===== src/rtl/cache_ctrl_if.sv =====
// cache_ctrl_if: CPU, cache and main-memory signals of the cache controller.
interface cache_ctrl_if #(parameter int ADDR_BITS = 32, parameter int TAG_BITS = 23);
  logic                 en_r, en_w;
  logic [ADDR_BITS-1:0] addr_rw;
  logic [2:0]           u_b_h_w;
  logic [31:0]          data_w, data_r;
  logic                 stall;
  logic [ADDR_BITS-1:0] cache_addr;
  logic                 cache_load, cache_store, cache_edit, cache_invalid;
  logic [2:0]           cache_u_b_h_w;
  logic [31:0]          cache_din, cache_dout;
  logic                 cache_hit, cache_valid, cache_dirty;
  logic [TAG_BITS-1:0]  cache_tag;
  logic                 mem_cs, mem_we, mem_ack;
  logic [ADDR_BITS-1:0] mem_addr;
  logic [31:0]          mem_dout, mem_din;
  logic [31:0]          hit_cnt, miss_cnt;
  modport master (
    input  en_r, en_w, addr_rw, u_b_h_w, data_w,
    input  cache_hit, cache_dout, cache_valid, cache_dirty, cache_tag,
    input  mem_din, mem_ack,
    output data_r, stall,
    output cache_addr, cache_load, cache_store, cache_edit, cache_invalid, cache_u_b_h_w, cache_din,
    output mem_cs, mem_we, mem_addr, mem_dout,
    output hit_cnt, miss_cnt
  );
  modport slave (
    output en_r, en_w, addr_rw, u_b_h_w, data_w,
    output cache_hit, cache_dout, cache_valid, cache_dirty, cache_tag,
    output mem_din, mem_ack,
    input  data_r, stall,
    input  cache_addr, cache_load, cache_store, cache_edit, cache_invalid, cache_u_b_h_w, cache_din,
    input  mem_cs, mem_we, mem_addr, mem_dout,
    input  hit_cnt, miss_cnt
  );
endinterface


===== src/rtl/cache_ctrl.sv =====
// cache_ctrl: 2-way cache sequencer with dirty write-back, refill and replay.
// Define CACHE_CTRL_STAT_EN to build the hit/miss counters.
module cache_ctrl #(
  parameter int ADDR_BITS  = 32,
  parameter int TAG_BITS   = 23,
  parameter int INDEX_BITS = 5,
  parameter int LINE_WORDS = 4
) (
  input logic clk,
  input logic rst,
  cache_ctrl_if.master bus
);
  localparam int LB = ADDR_BITS - TAG_BITS - INDEX_BITS;
  typedef enum logic [2:0] {S_IDLE, S_TAG, S_BACK_RD, S_BACK_WR, S_FILL} state_t;
  state_t                state_q, state_d;
  logic [1:0]            cnt_q, cnt_d;
  logic [TAG_BITS-1:0]   vtag_q, vtag_d;
  logic [INDEX_BITS-1:0] vidx_q, vidx_d;
  logic [31:0]           data_r_q, data_r_d, wb_q;
  logic                  ld_q, req, rd, last;
  logic [ADDR_BITS-1:0]  vaddr, faddr;
  assign req   = bus.en_r | bus.en_w;
  assign rd    = bus.en_r & ~bus.en_w;
  assign last  = cnt_q == 2'(LINE_WORDS - 1);
  assign vaddr = {vtag_q, vidx_q, cnt_q, 2'b00};
  assign faddr = {bus.addr_rw[ADDR_BITS-1:LB], cnt_q, 2'b00};
  assign bus.stall = req & ~(state_q == S_TAG & bus.cache_hit);
  assign bus.data_r = data_r_q;
  assign bus.cache_invalid = 1'b0;
  always_comb begin
    state_d = state_q;
    cnt_d = cnt_q;
    vtag_d = vtag_q;
    vidx_d = vidx_q;
    data_r_d = data_r_q;
    bus.cache_addr = bus.addr_rw;
    bus.cache_load = 1'b0;
    bus.cache_store = 1'b0;
    bus.cache_edit = 1'b0;
    bus.cache_din = bus.data_w;
    bus.cache_u_b_h_w = bus.u_b_h_w;
    bus.mem_cs = 1'b0;
    bus.mem_we = 1'b0;
    bus.mem_addr = faddr;
    bus.mem_dout = ld_q ? bus.cache_dout : wb_q;
    case (state_q)
      S_IDLE: if (req) begin
        bus.cache_load = rd;
        bus.cache_edit = bus.en_w;
        state_d = S_TAG;
      end
      S_TAG: begin
        cnt_d = 2'd0;
        if (bus.cache_hit) begin
          data_r_d = rd ? bus.cache_dout : data_r_q;
          state_d = S_IDLE;
        end else if (bus.cache_valid & bus.cache_dirty) begin
          vtag_d = bus.cache_tag;
          vidx_d = bus.addr_rw[LB +: INDEX_BITS];
          state_d = S_BACK_RD;
        end else state_d = S_FILL;
      end
      S_BACK_RD: begin
        bus.cache_addr = vaddr;
        state_d = S_BACK_WR;
      end
      S_BACK_WR: begin
        bus.cache_addr = vaddr;
        bus.mem_cs = 1'b1;
        bus.mem_we = 1'b1;
        bus.mem_addr = vaddr;
        cnt_d = bus.mem_ack ? cnt_q + 2'd1 : cnt_q;
        state_d = bus.mem_ack ? (last ? S_FILL : S_BACK_RD) : S_BACK_WR;
      end
      S_FILL: begin
        bus.cache_addr = faddr;
        bus.mem_cs = 1'b1;
        bus.cache_store = bus.mem_ack;
        bus.cache_din = bus.mem_ack ? bus.mem_din : bus.data_w;
        cnt_d = bus.mem_ack ? cnt_q + 2'd1 : cnt_q;
        state_d = bus.mem_ack & last ? S_IDLE : S_FILL;
      end
      default: state_d = S_IDLE;
    endcase
  end
  // The victim word is only valid the cycle after S_BACK_RD; hold it for slow acks.
  always_ff @(posedge clk or negedge rst) begin
    if (!rst) begin
      state_q <= S_IDLE;
      cnt_q <= 2'd0;
      vtag_q <= '0;
      vidx_q <= '0;
      data_r_q <= 32'd0;
      wb_q <= 32'd0;
      ld_q <= 1'b0;
    end else begin
      state_q <= state_d;
      cnt_q <= cnt_d;
      vtag_q <= vtag_d;
      vidx_q <= vidx_d;
      data_r_q <= data_r_d;
      wb_q <= ld_q ? bus.cache_dout : wb_q;
      ld_q <= state_q == S_BACK_RD;
    end
  end
`ifdef CACHE_CTRL_STAT_EN
  logic [31:0] hit_q, hit_d, miss_q, miss_d;
  logic        rp_q, rp_d, tag_c;
  assign tag_c  = state_q == S_TAG;
  assign hit_d  = hit_q + {31'd0, tag_c & bus.cache_hit & ~rp_q};
  assign miss_d = miss_q + {31'd0, tag_c & ~bus.cache_hit};
  assign rp_d   = (state_q == S_FILL & state_d == S_IDLE) | (rp_q & ~tag_c);
  always_ff @(posedge clk or negedge rst) begin
    if (!rst) begin
      hit_q <= 32'd0;
      miss_q <= 32'd0;
      rp_q <= 1'b0;
    end else begin
      hit_q <= hit_d;
      miss_q <= miss_d;
      rp_q <= rp_d;
    end
  end
  assign bus.hit_cnt  = hit_q;
  assign bus.miss_cnt = miss_q;
`else
  assign bus.hit_cnt  = 32'd0;
  assign bus.miss_cnt = 32'd0;
`endif
endmodule


===== src/flat_wrapper.sv =====
// flat-port wrapper written by rule: the top's interface ports become plain ports
module cache_ctrl_flat 
#(
  parameter int ADDR_BITS  = 32,
  parameter int TAG_BITS   = 23,
  parameter int INDEX_BITS = 5,
  parameter int LINE_WORDS = 4
)
  (clk, rst, bus_en_r, bus_en_w, bus_addr_rw, bus_u_b_h_w, bus_data_w, bus_cache_hit, bus_cache_dout, bus_cache_valid, bus_cache_dirty, bus_cache_tag, bus_mem_din, bus_mem_ack, bus_data_r, bus_stall, bus_cache_addr, bus_cache_load, bus_cache_store, bus_cache_edit, bus_cache_invalid, bus_cache_u_b_h_w, bus_cache_din, bus_mem_cs, bus_mem_we, bus_mem_addr, bus_mem_dout, bus_hit_cnt, bus_miss_cnt);
  cache_ctrl_if #(.ADDR_BITS(ADDR_BITS), .TAG_BITS(TAG_BITS)) bus_i ();
  input logic clk;
  input logic rst;
  input wire logic [$bits(bus_i.en_r)-1:0] bus_en_r;
  input wire logic [$bits(bus_i.en_w)-1:0] bus_en_w;
  input wire logic [$bits(bus_i.addr_rw)-1:0] bus_addr_rw;
  input wire logic [$bits(bus_i.u_b_h_w)-1:0] bus_u_b_h_w;
  input wire logic [$bits(bus_i.data_w)-1:0] bus_data_w;
  input wire logic [$bits(bus_i.cache_hit)-1:0] bus_cache_hit;
  input wire logic [$bits(bus_i.cache_dout)-1:0] bus_cache_dout;
  input wire logic [$bits(bus_i.cache_valid)-1:0] bus_cache_valid;
  input wire logic [$bits(bus_i.cache_dirty)-1:0] bus_cache_dirty;
  input wire logic [$bits(bus_i.cache_tag)-1:0] bus_cache_tag;
  input wire logic [$bits(bus_i.mem_din)-1:0] bus_mem_din;
  input wire logic [$bits(bus_i.mem_ack)-1:0] bus_mem_ack;
  output wire logic [$bits(bus_i.data_r)-1:0] bus_data_r;
  output wire logic [$bits(bus_i.stall)-1:0] bus_stall;
  output wire logic [$bits(bus_i.cache_addr)-1:0] bus_cache_addr;
  output wire logic [$bits(bus_i.cache_load)-1:0] bus_cache_load;
  output wire logic [$bits(bus_i.cache_store)-1:0] bus_cache_store;
  output wire logic [$bits(bus_i.cache_edit)-1:0] bus_cache_edit;
  output wire logic [$bits(bus_i.cache_invalid)-1:0] bus_cache_invalid;
  output wire logic [$bits(bus_i.cache_u_b_h_w)-1:0] bus_cache_u_b_h_w;
  output wire logic [$bits(bus_i.cache_din)-1:0] bus_cache_din;
  output wire logic [$bits(bus_i.mem_cs)-1:0] bus_mem_cs;
  output wire logic [$bits(bus_i.mem_we)-1:0] bus_mem_we;
  output wire logic [$bits(bus_i.mem_addr)-1:0] bus_mem_addr;
  output wire logic [$bits(bus_i.mem_dout)-1:0] bus_mem_dout;
  output wire logic [$bits(bus_i.hit_cnt)-1:0] bus_hit_cnt;
  output wire logic [$bits(bus_i.miss_cnt)-1:0] bus_miss_cnt;
  assign bus_i.en_r = bus_en_r;
  assign bus_i.en_w = bus_en_w;
  assign bus_i.addr_rw = bus_addr_rw;
  assign bus_i.u_b_h_w = bus_u_b_h_w;
  assign bus_i.data_w = bus_data_w;
  assign bus_i.cache_hit = bus_cache_hit;
  assign bus_i.cache_dout = bus_cache_dout;
  assign bus_i.cache_valid = bus_cache_valid;
  assign bus_i.cache_dirty = bus_cache_dirty;
  assign bus_i.cache_tag = bus_cache_tag;
  assign bus_i.mem_din = bus_mem_din;
  assign bus_i.mem_ack = bus_mem_ack;
  assign bus_data_r = bus_i.data_r;
  assign bus_stall = bus_i.stall;
  assign bus_cache_addr = bus_i.cache_addr;
  assign bus_cache_load = bus_i.cache_load;
  assign bus_cache_store = bus_i.cache_store;
  assign bus_cache_edit = bus_i.cache_edit;
  assign bus_cache_invalid = bus_i.cache_invalid;
  assign bus_cache_u_b_h_w = bus_i.cache_u_b_h_w;
  assign bus_cache_din = bus_i.cache_din;
  assign bus_mem_cs = bus_i.mem_cs;
  assign bus_mem_we = bus_i.mem_we;
  assign bus_mem_addr = bus_i.mem_addr;
  assign bus_mem_dout = bus_i.mem_dout;
  assign bus_hit_cnt = bus_i.hit_cnt;
  assign bus_miss_cnt = bus_i.miss_cnt;
  cache_ctrl #(.ADDR_BITS(ADDR_BITS), .TAG_BITS(TAG_BITS), .INDEX_BITS(INDEX_BITS), .LINE_WORDS(LINE_WORDS)) u_core (.clk(clk), .rst(rst), .bus(bus_i));
endmodule

===== config.mk =====
export PLATFORM = sky130hd
export DESIGN_NAME = cache_ctrl_flat
export DESIGN_NICKNAME = d
export VERILOG_FILES = /design/src/rtl/cache_ctrl_if.sv /design/src/rtl/cache_ctrl.sv /design/src/flat_wrapper.sv
export SDC_FILE = /design/constraint.sdc
export NUM_CORES = 1
export LEC_CHECK = 0
export BUFFER_PORTS_ARGS = -buffer_cell sky130_fd_sc_hd__buf_2
export CAP_MARGIN = 15
export CORE_AREA = 3 3 153 155
export DETAILED_ROUTE_END_ITERATION = 16
export DIE_AREA = 0 0 156 158
export GPL_ROUTABILITY_DRIVEN = 0
export GPL_TIMING_DRIVEN = 0
export SKIP_CTS_REPAIR_TIMING = 1
export SLEW_MARGIN = 20
export SYNTH_ARGS = -nofsm -noshare
export SYNTH_HDL_FRONTEND = slang
export SYNTH_SLANG_ARGS = --single-unit

===== constraint.sdc =====
create_clock -name clk -period 2.7 [get_ports clk]
set_input_delay 0 -clock clk [delete_from_list [all_inputs] [get_ports clk]]
set_output_delay 0 -clock clk [all_outputs]
set_load 0.02 [all_outputs]

## Word level (Yosys, flattened, before mapping)

Index checks and enable logic that the tools add are counted.

| cells by class | value |
|---|---|
| add/subtract/negate cells | 1 |
| equality and inequality tests | 7 |
| muxes and demuxes | 21 |
| bitwise gates (word level) | 9 |
| reductions and logical operators | 7 |

Operator list:

| cell | count |
|---|---|
| 2-to-1 mux 32 bit | 4 |
| case mux 32 bit (2 select lines) | 1 |
| 2-to-1 mux 3 bit | 6 |
| case mux 3 bit (5 select lines) | 1 |
| 2-to-1 mux 1 bit | 7 |
| == test 3 x 2 -> 1 bit (second input constant) | 2 |
| AND reduction 3 bit | 2 |
| AND 1 bit | 5 |
| inequality test 2 x 1 -> 1 bit (second input constant) | 2 |
| case mux 2 bit (2 select lines) | 1 |
| OR reduction 2 bit | 2 |
| == test 3 x 1 -> 1 bit (second input constant) | 1 |
| == test 3 bit (second input constant) | 1 |
| zero test 3 bit | 1 |
| NOT 1 bit | 3 |
| adder 2 x 1 -> 2 bit (second input constant) | 1 |
| == test 2 bit (second input constant) | 1 |
| 2-to-1 mux 2 bit | 1 |
| AND reduction 2 bit | 1 |
| nonzero test 2 bit | 1 |
| bitwise OR 1 bit | 1 |

| word-level totals | value |
|---|---|
| flip-flop bits (word level) | 98 |
| output and inout port bits | 234 |
| word-level logic and storage cells | 52 |

## Depth between registers and ports, before layout

Gate-level depths: netlist (run 1).

| logic depth | value |
|---|---|
| word-level depth | 4 |
| gate-level depth with buffers | 6 |
| mapped depth without buffers | 4 |

## Worst setup path after synthesis (run 1)

Ideal clock, no wire load.

| timing | value |
|---|---|
| path type | register to register |
| start point | reg u_core.state_q[2] |
| end point | reg u_core.vidx_q[0] |
| library setup time | 0.127 ns |
| data arrival time | 1.499 ns |
| path slack | 1.074 ns |
| stages on the path, launching flop included | 6 |
| buffers on the path | 2 |
| period minus slack after synthesis | 1.626 ns |
| path through | dfrtp_1 > nand2b_1 > nor4_4 > buf_6 > buf_6 > mux2_1 |

| on the way | value |
|---|---|
| word-level cells in the longest chain between the ends | 2 |

RTL lines:

| item | RTL line | RTL |
|---|---|---|
| start, declared | cache_ctrl.sv:15 | `state_t state_q, state_d;` |
| start signal, assigned | cache_ctrl.sv:97 | `state_q <= state_d;` |
| == test 3 x 1 -> 1 bit | cache_ctrl.sv:46 | `case (state_q)` |
| AND reduction 3 bit (no line) | - |  |
| end signal, assigned | cache_ctrl.sv:100 | `vidx_q <= vidx_d;` |
| end, declared | cache_ctrl.sv:18 | `logic [INDEX_BITS-1:0] vidx_q, vidx_d;` |

Every way passes these cells.
A chain may end at the register's enable or synchronous reset.

## Worst setup path in the final report (run 1)

| timing | value |
|---|---|
| start point | reg u_core.state_q[1] |
| end point | out bus_cache_din[23] |

| on the way | value |
|---|---|
| word-level cells in the longest chain between the ends | 2 |

RTL lines:

| item | RTL line | RTL |
|---|---|---|
| == test 3 bit | cache_ctrl.sv:46 |  |
| 2-to-1 mux 32 bit | cache_ctrl.sv:46 |  |
| end, declared | flat_wrapper.sv:33 | `output wire logic [$bits(bus_i.cache_din)-1:0] bus_cache_din;` |

Every way passes these cells.

==> results of run 1 <==
## power breakdown
part	total, mW	switching (mW)	internal (mW)
Clock	1.34	0.680	0.664
Sequential	2.56	0.371	2.19
Combinational	4.33	2.50	1.83
Total	8.23	3.55	4.68
## registers in the layout, summed over array words and instances (netlist names)
signal and count:
u_core.bus.data_r 32, u_core.vtag_q 23, u_core.vidx_q 5, u_core.cnt_q 2, u_core.state_q 3, u_core.wb_q 32
u_core.ld_q 1
## metal layers
layer  global-route usage [%]  vias to the layer above  share of wire, %
met5                        0                        -              0.14
met1                     16.9                     2255                39
met2                     26.0                      209                52
met3                     3.77                       14               7.1
li1                         -                     2264                 -
met4                     3.66                        4              0.96
## cells by family after synthesis
| logic type | count (synthesis) | share of synthesized area (%) |
|---|---|---|
| multiplexers | 182 | 37.2 |
| flip-flops | 98 | 44.5 |
| buffers and inverters | 96 | 12.8 |
| AND/OR/NAND/NOR | 32 | 4.11 |
| AO/OA/AOI/OAI | 10 | 1.07 |
| adder cells (fa/ha/maj) | 1 | 0.227 |
| other | 1 | 0.0681 |
## cells in the mapped netlist, drive strengths merged
cell type	instances	share of area, %
a21o	1	0.14
a21oi	6	0.55
a2bb2oi	1	0.16
and2	2	0.23
and3	1	0.11
buf	91	12
clkbuf	4	0.27
conb	1	0.068
dfrtp	98	45
ha	1	0.23
inv	1	0.068
mux2	182	37
nand2	7	0.48
nand2b	2	0.23
nand3	3	0.27
nand3b	1	0.14
nand4	1	0.11
nand4b	1	0.43
nand4bb	1	0.20
nor2	3	0.20
nor2b	2	0.23
nor3	2	0.18
nor3b	2	0.48
nor4	2	0.50
nor4b	2	0.32
o21a	1	0.14
o21ai	1	0.091
## worst register-to-register path: cells and delay by family, from the launching register on
family | cells | cell delay [ns]
flops | 1 | 0.44
simple gates | 2 | 0.55
mux | 1 | 0.34
buf+inv | 2 | 0.39
## final timing paths
path / end / start / cells after the start / slack [ns]
max: bus_cache_din[23] / u_core.state_q[1]$_DFFE_PN0P_ / 7 / 0.50
min in group asynchronous: u_core.wb_q[21]$_DFF_PN0_ / rst / 2 / 0.12
min reg2reg: u_core.bus.data_r[28]$_DFFE_PN0P_ / u_core.bus.data_r[28]$_DFFE_PN0P_ / 1 / 0.49
min: u_core.state_q[0]$_DFFE_PN0P_ / bus_en_w / 4 / 0.06
max in group asynchronous: u_core.vidx_q[4]$_DFFE_PN0P_ / rst / 3 / 1.94
max reg2reg: u_core.vtag_q[18]$_DFFE_PN0P_ / u_core.state_q[2]$_DFFE_PN0P_ / 5 / 0.86
## per-stage QoR
step / hold slack (ns) / std cells / cell area (um^2) / total power [mW]
after global routing: 0.0935 / 1169 / 8690 / 8.75
after global placement: 0.217 / 1090 / 7730 / 6.83
after CTS: -0.428 / 1107 / 8070 / 8.29
after detailed placement: -0.0309 / 1091 / 7760 / 6.90
final: 0.0564 / 1169 / 8690 / 8.23
after floorplan: -0.296 / 486 / 5760 / 5.40
## cell type report
| type | instances | share of cell area [%] |
|---|---|---|
| well taps | 280 | 4.03 |
| inverters | 1 | 0.0432 |
| multi-input cells | 292 | 29.9 |
| flip-flops and latches | 98 | 28.2 |
| plain buffers | 95 | 8.08 |
| clock inverters | 7 | 0.936 |
| repair buffers | 387 | 26.2 |
| clock buffers | 9 | 2.59 |
==> impl_metrics.csv, run 1 <==
group,metric,value,unit
synthesis,ys_ff_latch,98,
final_layout,drive_above_1_share,62.8,%
clocking,clockBufferDepth,2,
hold_path,hold_path.class,"primary input to flop",
detailed_routing,vias,4746,
worst_setup_path,cp_top_family,"buffers and inverters",
sta,relSlewSlack,59.7,%
detailed_routing,dr.first_iter.drc_count,110,
clocking,path_clk_slew,0.08,ns
synthesis,synth-warning-count,0,
sta,finalHoldViolCount,0,
worst_setup_path,cp_cell_sequence,"buf_4, nor2_1, and3_1, buf_4, buf_6, mux2_2, buf_2",
global_routing,antenna_found_initial,2,
sta,final.setup.worst_slack,0.499,ns
placed_design,numPortBuffers,324,
floorplan,dieWidth,156,um
global_routing,grt_pass1_wl,27.0,mm
synthesis,ys_seq_area_share,44.5,%
final_layout,layout_common_cells,"buf_2, mux2_2, dfrtp_1",
worst_setup_path,critPathRequiredTime,2.70,ns
detailed_routing,drt-wirelength-per-cell,16.7,um
final_layout,diodes,0,
floorplan,initial_core_util,25.1,%
final_layout,final_common_cell,"buf_2",
final_layout,syn_to_final_growth,57.7,%
placed_design,dpl.hpwl,15.5,mm
worst_setup_path,cp_slowest_stage_delay,0.38,ns
clocking,h-tree-depth,3,
clocking,cts_tree,"built",
worst_setup_path,cp_slowest_cell,"dfrtp_1",
global_routing,grt_max_degree,55,
floorplan,fp-row-count,54,
sta,slew_viol_final,0,
sta,finalSetupViolCount,0,
synthesis,syn_area,5510,um^2
clocking,cts_buffers,9,
sta,finClkSkew,0.0163,ns
sta,min_period_over_period,81.5,%
detailed_routing,drc,0,
worst_setup_path,cp_common_cell,"buf_4",
detailed_routing,viasPerCell,4.06,
clocking,worstSkewPairLatency,0.36,ns
final_layout,fillers,2199,
status,outcome,"finished, final reports clean",
sta,tightestPinTransition,0.605,ns
sta,setup_tns,0,ns
floorplan,ios,396,
synthesis,synth.distinct_cells,33,
detailed_routing,wirelength,19.5,mm
clocking,cts_root_buf,"clkbuf_16",
pwr,leakagePower,4.48,nW
final_layout,final_core_util,39.6,%
floorplan,fp.dieH,158,um
placed_design,dpl_worst_slack,0.859,ns
global_routing,grt_overflow_total,0,
worst_setup_path,cp-start-kind,"flop",
detailed_routing,antenna_left,0,
clocking,cts_sinks,98,
worst_setup_path,critPathKind,"flop to primary output",
synthesis,synth_cells,420,
worst_setup_path,critical_path_buf_inv_count,4,
floorplan,core_area,22000,um^2
pwr,worst_ir_drop_vdd,0.000626,V
floorplan,die-area,24600,um^2
final_layout,layout.nets,1047,
detailed_routing,dr.pass1.iters,4,
final_layout,multi_input_area,2600,um^2
run,drv_cap,0,
global_routing,grt_pass1_vias,4584,
sta,fmax,454,MHz
worst_setup_path,crit_arrival,2.20,ns
final_layout,layout.area.seq,2450,um^2
global_routing,grt_use_total,14.4,%
worst_setup_path,worstSetupEndpointType,"primary output",
worst_setup_path,cp_max_fo,10,
sta,finalCriticalPeriod,2.20,ns
pwr,power_density,948,nW/um^2
synthesis,syn_area_per_cell,13.1,um^2
sta,rsz0062_at_grt,"false",
Power figures use the tool's default switching activity.
==> run 2, diff against run 1 <==
==> constraint.sdc (replaced) <==
create_clock -name clk -period 1.75 [get_ports clk]
set_input_delay 0 -clock clk [delete_from_list [all_inputs] [get_ports clk]]
set_output_delay 0 -clock clk [all_outputs]
set_load 0.02 [all_outputs]
==> run 2 against run 1 <==
  * The flow now finishes with violations (setup timing)
  * Critical path depth fell by 1
  * Clock-buffer cell count did not move
  * Clock power rose by 54%
  * Non-clock buffer count rose by 14
  * Wire length rose by 3.8%
  * Sequential power rose by 56%
  * Critical path type unchanged
  * Largest power group unchanged
  * Clock skew fell by 0.0020 ns
  * Setup slack got worse by 0.67 ns
  * Hold slack barely moved
  * Sequential share of layout area fell by 2.0 points
==> impl_metrics.csv, run 2 (synthesized netlist as in run 1, its figures left out) <==
group,metric,value,unit
floorplan,core_area,22000,um^2
placed_design,dpl.hpwl,15.5,mm
status,outcome,"complete, but fails checks",
final_layout,fin_area,9360,um^2
worst_setup_path,critical_path_buf_inv_count,3,
clocking,worstSkewPairLatency,0.36,ns
worst_setup_path,reg2reg_slack,-0.03,ns
global_routing,grt_pass1_vias,4584,
detailed_routing,met3_length,1.44,mm
clocking,cts_tree,"built",
sta,finalSetupViolCount,108,
global_routing,grt_overflow_total,0,
clocking,clockBufferDepth,2,
floorplan,fp.dieH,158,um
pwr,leakagePower,4.80,nW
sta,finalCriticalPeriod,1.92,ns
worst_setup_path,cp-start-kind,"flop",
sta,min_period_over_period,110,%
clocking,cts_root_buf,"clkbuf_16",
final_layout,drive_above_1_share,66.8,%
final_layout,final_core_util,42.6,%
hold_path,holdPathStages,4,
hold_path,hold_end,"u_core.state_q[0]$_DFFE_PN0P_",
hold_path,hold_path.startpoint,"bus_en_w",
final_layout,layout.nets,1061,
worst_setup_path,critPathRequiredTime,1.75,ns
detailed_routing,wl_met1,7.79,mm
worst_setup_path,reg2reg_to,"u_core.bus.data_r[13]$_DFFE_PN0P_",
sta,finClkSkew,0.0143,ns
worst_setup_path,crit_arrival,1.92,ns
run,drv_cap,0,
worst_setup_path,cp_slowest_cell,"dfrtp_2",
floorplan,dieWidth,156,um
pwr,total_power,13.5,mW
status,violations,"setup timing",
floorplan,initial_core_util,25.1,%
worst_setup_path,r2r-start,"u_core.state_q[1]$_DFFE_PN0P_",
global_routing,grt_max_degree,55,
sta,slew_viol_final,0,
worst_setup_path,r2r_cells,6,
detailed_routing,dr.pass1.iters,4,
final_layout,diodes,0,
placed_design,dpl_worst_slack,-0.0910,ns
worst_setup_path,worstSetupEndpointType,"primary output",
global_routing,grt_pass1_wl,27.0,mm
pwr,power_density,1440,nW/um^2
worst_setup_path,cp_cell_sequence,"nor2_4, and3_4, buf_12, clkbuf_16, mux2_4, buf_6",
clocking,h-tree-depth,3,
global_routing,grt_use_total,14.4,%
detailed_routing,wirelength,20.3,mm
clocking,cts_buffers,9,
sta,final.setup.worst_slack,-0.168,ns
clocking,path_clk_slew,0.07,ns
worst_setup_path,cp_max_fo,7,
hold_path,hold_path.class,"primary input to flop",
worst_setup_path,cp_slowest_stage_delay,0.47,ns
global_routing,antenna_found_initial,2,
detailed_routing,viasPerCell,4.10,
detailed_routing,antenna_left,0,
detailed_routing,vias,4850,
placed_design,numPortBuffers,324,
worst_setup_path,cp_top_family,"flip-flops",
floorplan,fp-row-count,54,
detailed_routing,wl_met2,10.8,mm
worst_setup_path,critPathKind,"flop to primary output",
detailed_routing,drt-wirelength-per-cell,17.1,um
sta,rsz0062_at_grt,"true",
placed_design,dpl_cell_area,7760,um^2
sta,finalHoldViolCount,0,
final_layout,final_common_cell,"buf_2",
clocking,cts_sinks,98,
sta,fmax,521,MHz
floorplan,ios,396,
floorplan,die-area,24600,um^2
final_layout,syn_to_final_growth,69.9,%
final_layout,layout_common_cells,"buf_2, mux2_2, dfrtp_1",
detailed_routing,drc,0,
pwr,worst_ir_drop_vdd,0.000967,V
detailed_routing,dr.first_iter.drc_count,116,
detailed_routing,top_layer_used,"met5",
[run 2: cell count changes in the layout (fill, tap and decap cells not counted), sizes merged]
cell,change
buf,+11
clkbuf,+3
[run 2: worst register-to-register path, stage by stage, from the launching register on]
cell      delay (ns)
dfrtp_1         0.39
buf_6           0.13
buf_4           0.16
nor3b_4         0.26
nand4b_4        0.20
buf_6           0.20
mux2_1          0.32
[run 2: stage by stage]
step           setup TNS [ns]  hold slack, ns  cells
2_1_floorplan               0          -0.296    486
3_3_place_gp           -50.32           0.217   1090
3_5_place_dp            -4.14         -0.0309   1091
4_1_cts                -53.38          -0.428   1107
5_1_grt                -19.88          0.0897   1183
6_report                -8.33          0.0566   1183
[run 2: worst max-delay path by stage]
| stage | start | to | depth (start not counted) |
|---|---|---|---|
| floorplan | u_core.state_q[2]$_DFFE_PN0P_ | u_core.vidx_q[0]$_DFFE_PN0P_ | 5 |
| global placement | rst | u_core.vtag_q[21]$_DFFE_PN0P_ | 1 |
| detailed placement | u_core.state_q[2]$_DFFE_PN0P_ | u_core.vidx_q[3]$_DFFE_PN0P_ | 5 |
| CTS | u_core.state_q[1]$_DFFE_PN0P_ | bus_cache_din[23] | 7 |
| global route | u_core.state_q[0]$_DFFE_PN0P_ | bus_cache_din[9] | 6 |
| finish | u_core.state_q[0]$_DFFE_PN0P_ | bus_cache_din[9] | 6 |
[run 2: area by class of cell]
type                    count  area (um^2)
plain buffers              94          815
clock buffers               9          225
clock inverters             7         81.3
fillers                  2119        12600
inverters                   1         3.75
multi-input cells         292         2750
flip-flops and latches     98         2460
well taps                 280          350
repair buffers            402         2680
[run 2: per-layer routing]
layer	vias to the layer above	GRT usage [%]
met4	4	3.66
met3	16	3.77
met5	-	0
met1	2333	16.9
li1	2287	-
met2	210	26.0
[run 2: where the power goes]
group	leakage, nW	total [mW]	internal [mW]	switching (mW)
combinational	3.46	7.41	3.40	4.01
sequential	1.19	3.99	3.39	0.602
clock	0.150	2.06	1.02	1.04
==> run 3, diff against run 2 <==
--- a/config.mk
+++ b/config.mk
@@ -7,9 +7,9 @@
 export LEC_CHECK = 0
 export BUFFER_PORTS_ARGS = -buffer_cell sky130_fd_sc_hd__buf_2
 export CAP_MARGIN = 15
-export CORE_AREA = 3 3 153 155
+export CORE_AREA = 4 4 154 156
 export DETAILED_ROUTE_END_ITERATION = 16
-export DIE_AREA = 0 0 156 158
+export DIE_AREA = 0 0 158 160
 export GPL_ROUTABILITY_DRIVEN = 0
 export GPL_TIMING_DRIVEN = 0
 export SKIP_CTS_REPAIR_TIMING = 1
==> run 3 against run 2 <==
  * Register-to-register slack lost 0.04 ns
  * Non-clock buffer count is the same
  * Highest routed layer unchanged
  * Sequential cell count is the same
  * Power grew 1.1%
  * Critical path type unchanged
  * The flow still finishes with violations (setup timing)
  * Cell count grew 0.51%
  * Critical endpoint is now bus_cache_din[10]
  * Clock power grew 4%
==> impl_metrics.csv, run 3 (synthesized netlist as in run 1, its figures left out) <==
group,metric,value,unit
final_layout,layout.nets,1061,
detailed_routing,wirelength,20.0,mm
detailed_routing,dr.first_iter.drc_count,116,
worst_setup_path,cp_max_fo,7,
worst_setup_path,cp_slowest_stage_delay,0.39,ns
clocking,clockBufferDepth,2,
clocking,worstSkewPairLatency,0.35,ns
detailed_routing,viasPerCell,4.06,
detailed_routing,vias,4832,
detailed_routing,drc,0,
worst_setup_path,cp_slowest_cell,"dfrtp_1",
floorplan,core_area,22400,um^2
floorplan,ios,396,
worst_setup_path,crit_arrival,1.90,ns
sta,min_period_over_period,109,%
global_routing,grt_use_total,13.8,%
global_routing,grt_pass1_vias,4551,
final_layout,layout_common_cells,"buf_2, mux2_2, dfrtp_1",
placed_design,numPortBuffers,324,
clocking,cts_buffers,9,
run,drv_cap,0,
worst_setup_path,critical_path_buf_inv_count,4,
global_routing,grt_pass1_wl,26.5,mm
final_layout,finalNonFillerCells,1189,
final_layout,drive_above_1_share,67.2,%
worst_setup_path,critPathRequiredTime,1.75,ns
sta,rsz0062_at_grt,"true",
floorplan,initial_core_util,24.6,%
status,outcome,"complete, but fails checks",
pwr,power_density,1450,nW/um^2
global_routing,antenna_found_initial,6,
final_layout,multi_input_area,2780,um^2
global_routing,grt_max_degree,73,
detailed_routing,drt-wirelength-per-cell,16.8,um
sta,finalSetupViolCount,117,
floorplan,fp-row-count,55,
hold_path,hold_path.class,"primary input to flop",
sta,final.setup.worst_slack,-0.149,ns
worst_setup_path,cp_cell_sequence,"buf_6, nor2_4, and3_4, buf_12, clkbuf_16, mux2_4, buf_6",
placed_design,dpl.hpwl,15.4,mm
pwr,total_power,13.6,mW
final_layout,layout.area.seq,2460,um^2
worst_setup_path,cp-start-kind,"flop",
status,violations,"setup timing",
clocking,cts_tree,"built",
final_layout,fillers,2147,
placed_design,place_inst,1096,
clocking,h-tree-depth,3,
global_routing,grt_overflow_total,0,
sta,finalHoldViolCount,0,
sta,finClkSkew,0.00829,ns
sta,slew_viol_final,0,
final_layout,final_common_cell,"buf_2",
detailed_routing,antenna_left,0,
worst_setup_path,cp_top_family,"buffers and inverters",
pwr,leakagePower,4.82,nW
floorplan,fp.dieH,160,um
floorplan,dieWidth,158,um
sta,finalCriticalPeriod,1.90,ns
final_layout,syn_to_final_growth,70.6,%
detailed_routing,dr.pass1.iters,4,
pwr,worst_ir_drop_vdd,0.000979,V
sta,fmax,527,MHz
clocking,cts_root_buf,"clkbuf_16",
floorplan,die-area,25300,um^2
placed_design,dpl_worst_slack,-0.142,ns
worst_setup_path,worstSetupEndpointType,"primary output",
worst_setup_path,cp_common_cell,"buf_6",
clocking,cts_sinks,98,
worst_setup_path,critPathKind,"flop to primary output",
clocking,path_clk_slew,0.07,ns
==> run 3: cell count changes in the layout (fill, tap and decap cells not counted), sizes merged <==
cell / previous run / this run
dlygate4sd3: 62 / 61
clkinv: 3 / 2
buf: 427 / 428
bufinv: 0 / 1
diode: 0 / 1
==> run 3: where the power goes <==
part | leakage, nW | internal (mW) | switching (mW)
combinational | 3.48 | 3.43 | 4.02
clock | 0.156 | 1.15 | 1.00
sequential | 1.19 | 3.39 | 0.617
total | 4.82 | 7.97 | 5.64
==> run 3: final timing paths <==
kind                                                   startpoint                                 to  slack, ns  depth (start not counted)
min in group asynchronous                                     rst       u_core.vtag_q[9]$_DFFE_PN0P_       0.07                          2
worst min register to register  u_core.bus.data_r[29]$_DFFE_PN0P_  u_core.bus.data_r[29]$_DFFE_PN0P_       0.49                          1
worst max-delay path                u_core.state_q[1]$_DFFE_PN0P_                  bus_cache_din[10]      -0.15                          7
max in group asynchronous                                     rst      u_core.state_q[0]$_DFFE_PN0P_       0.99                          3
worst max register to register      u_core.state_q[1]$_DFFE_PN0P_  u_core.bus.data_r[12]$_DFFE_PN0P_      -0.07                          6
worst min-delay path                                  bus_mem_ack      u_core.state_q[2]$_DFFE_PN0P_     0.0001                          3
==> run 3: final cells by class <==
class / instances / share of cell area, %
Antenna cell: 1 / 0.0266
Buffer: 94 / 8.72
Clock buffer: 9 / 2.40
Clock inverter: 7 / 0.985
Inverter: 1 / 0.0399
Multi-Input combinational cell: 292 / 29.5
Sequential cell: 98 / 26.1
Tap cell: 285 / 3.79
Timing Repair Buffer: 402 / 28.4
==> run 3: worst reg2reg max path, stage by stage, from the launching register on <==
cell and delay, ns:
dfrtp_1 0.39, buf_6 0.13, buf_4 0.17, nor3b_4 0.27, nand4b_4 0.20, buf_6 0.20, mux2_1 0.33
==> run 3: stage by stage <==
step	utilization, %	instance area, um^2	TNS, ns	hold WS (ns)
after detailed placement	34.7	7770	-4.33	-0.107
after floorplan	-	5760	0	-0.296
after global routing	42.0	9400	-17.37	0.00989
final	42.0	9400	-6.94	0.000141
after CTS	36.2	8090	-51.45	-0.492
after global placement	34.6	7730	-50.20	0.217
==> run 3: routing by layer <==
metal | track usage [%] | part of all wire, %
met5 | 0 | 0.17
met4 | 3.49 | 0.76
met3 | 4.88 | 8.6
met2 | 24.1 | 53
met1 | 15.9 | 38
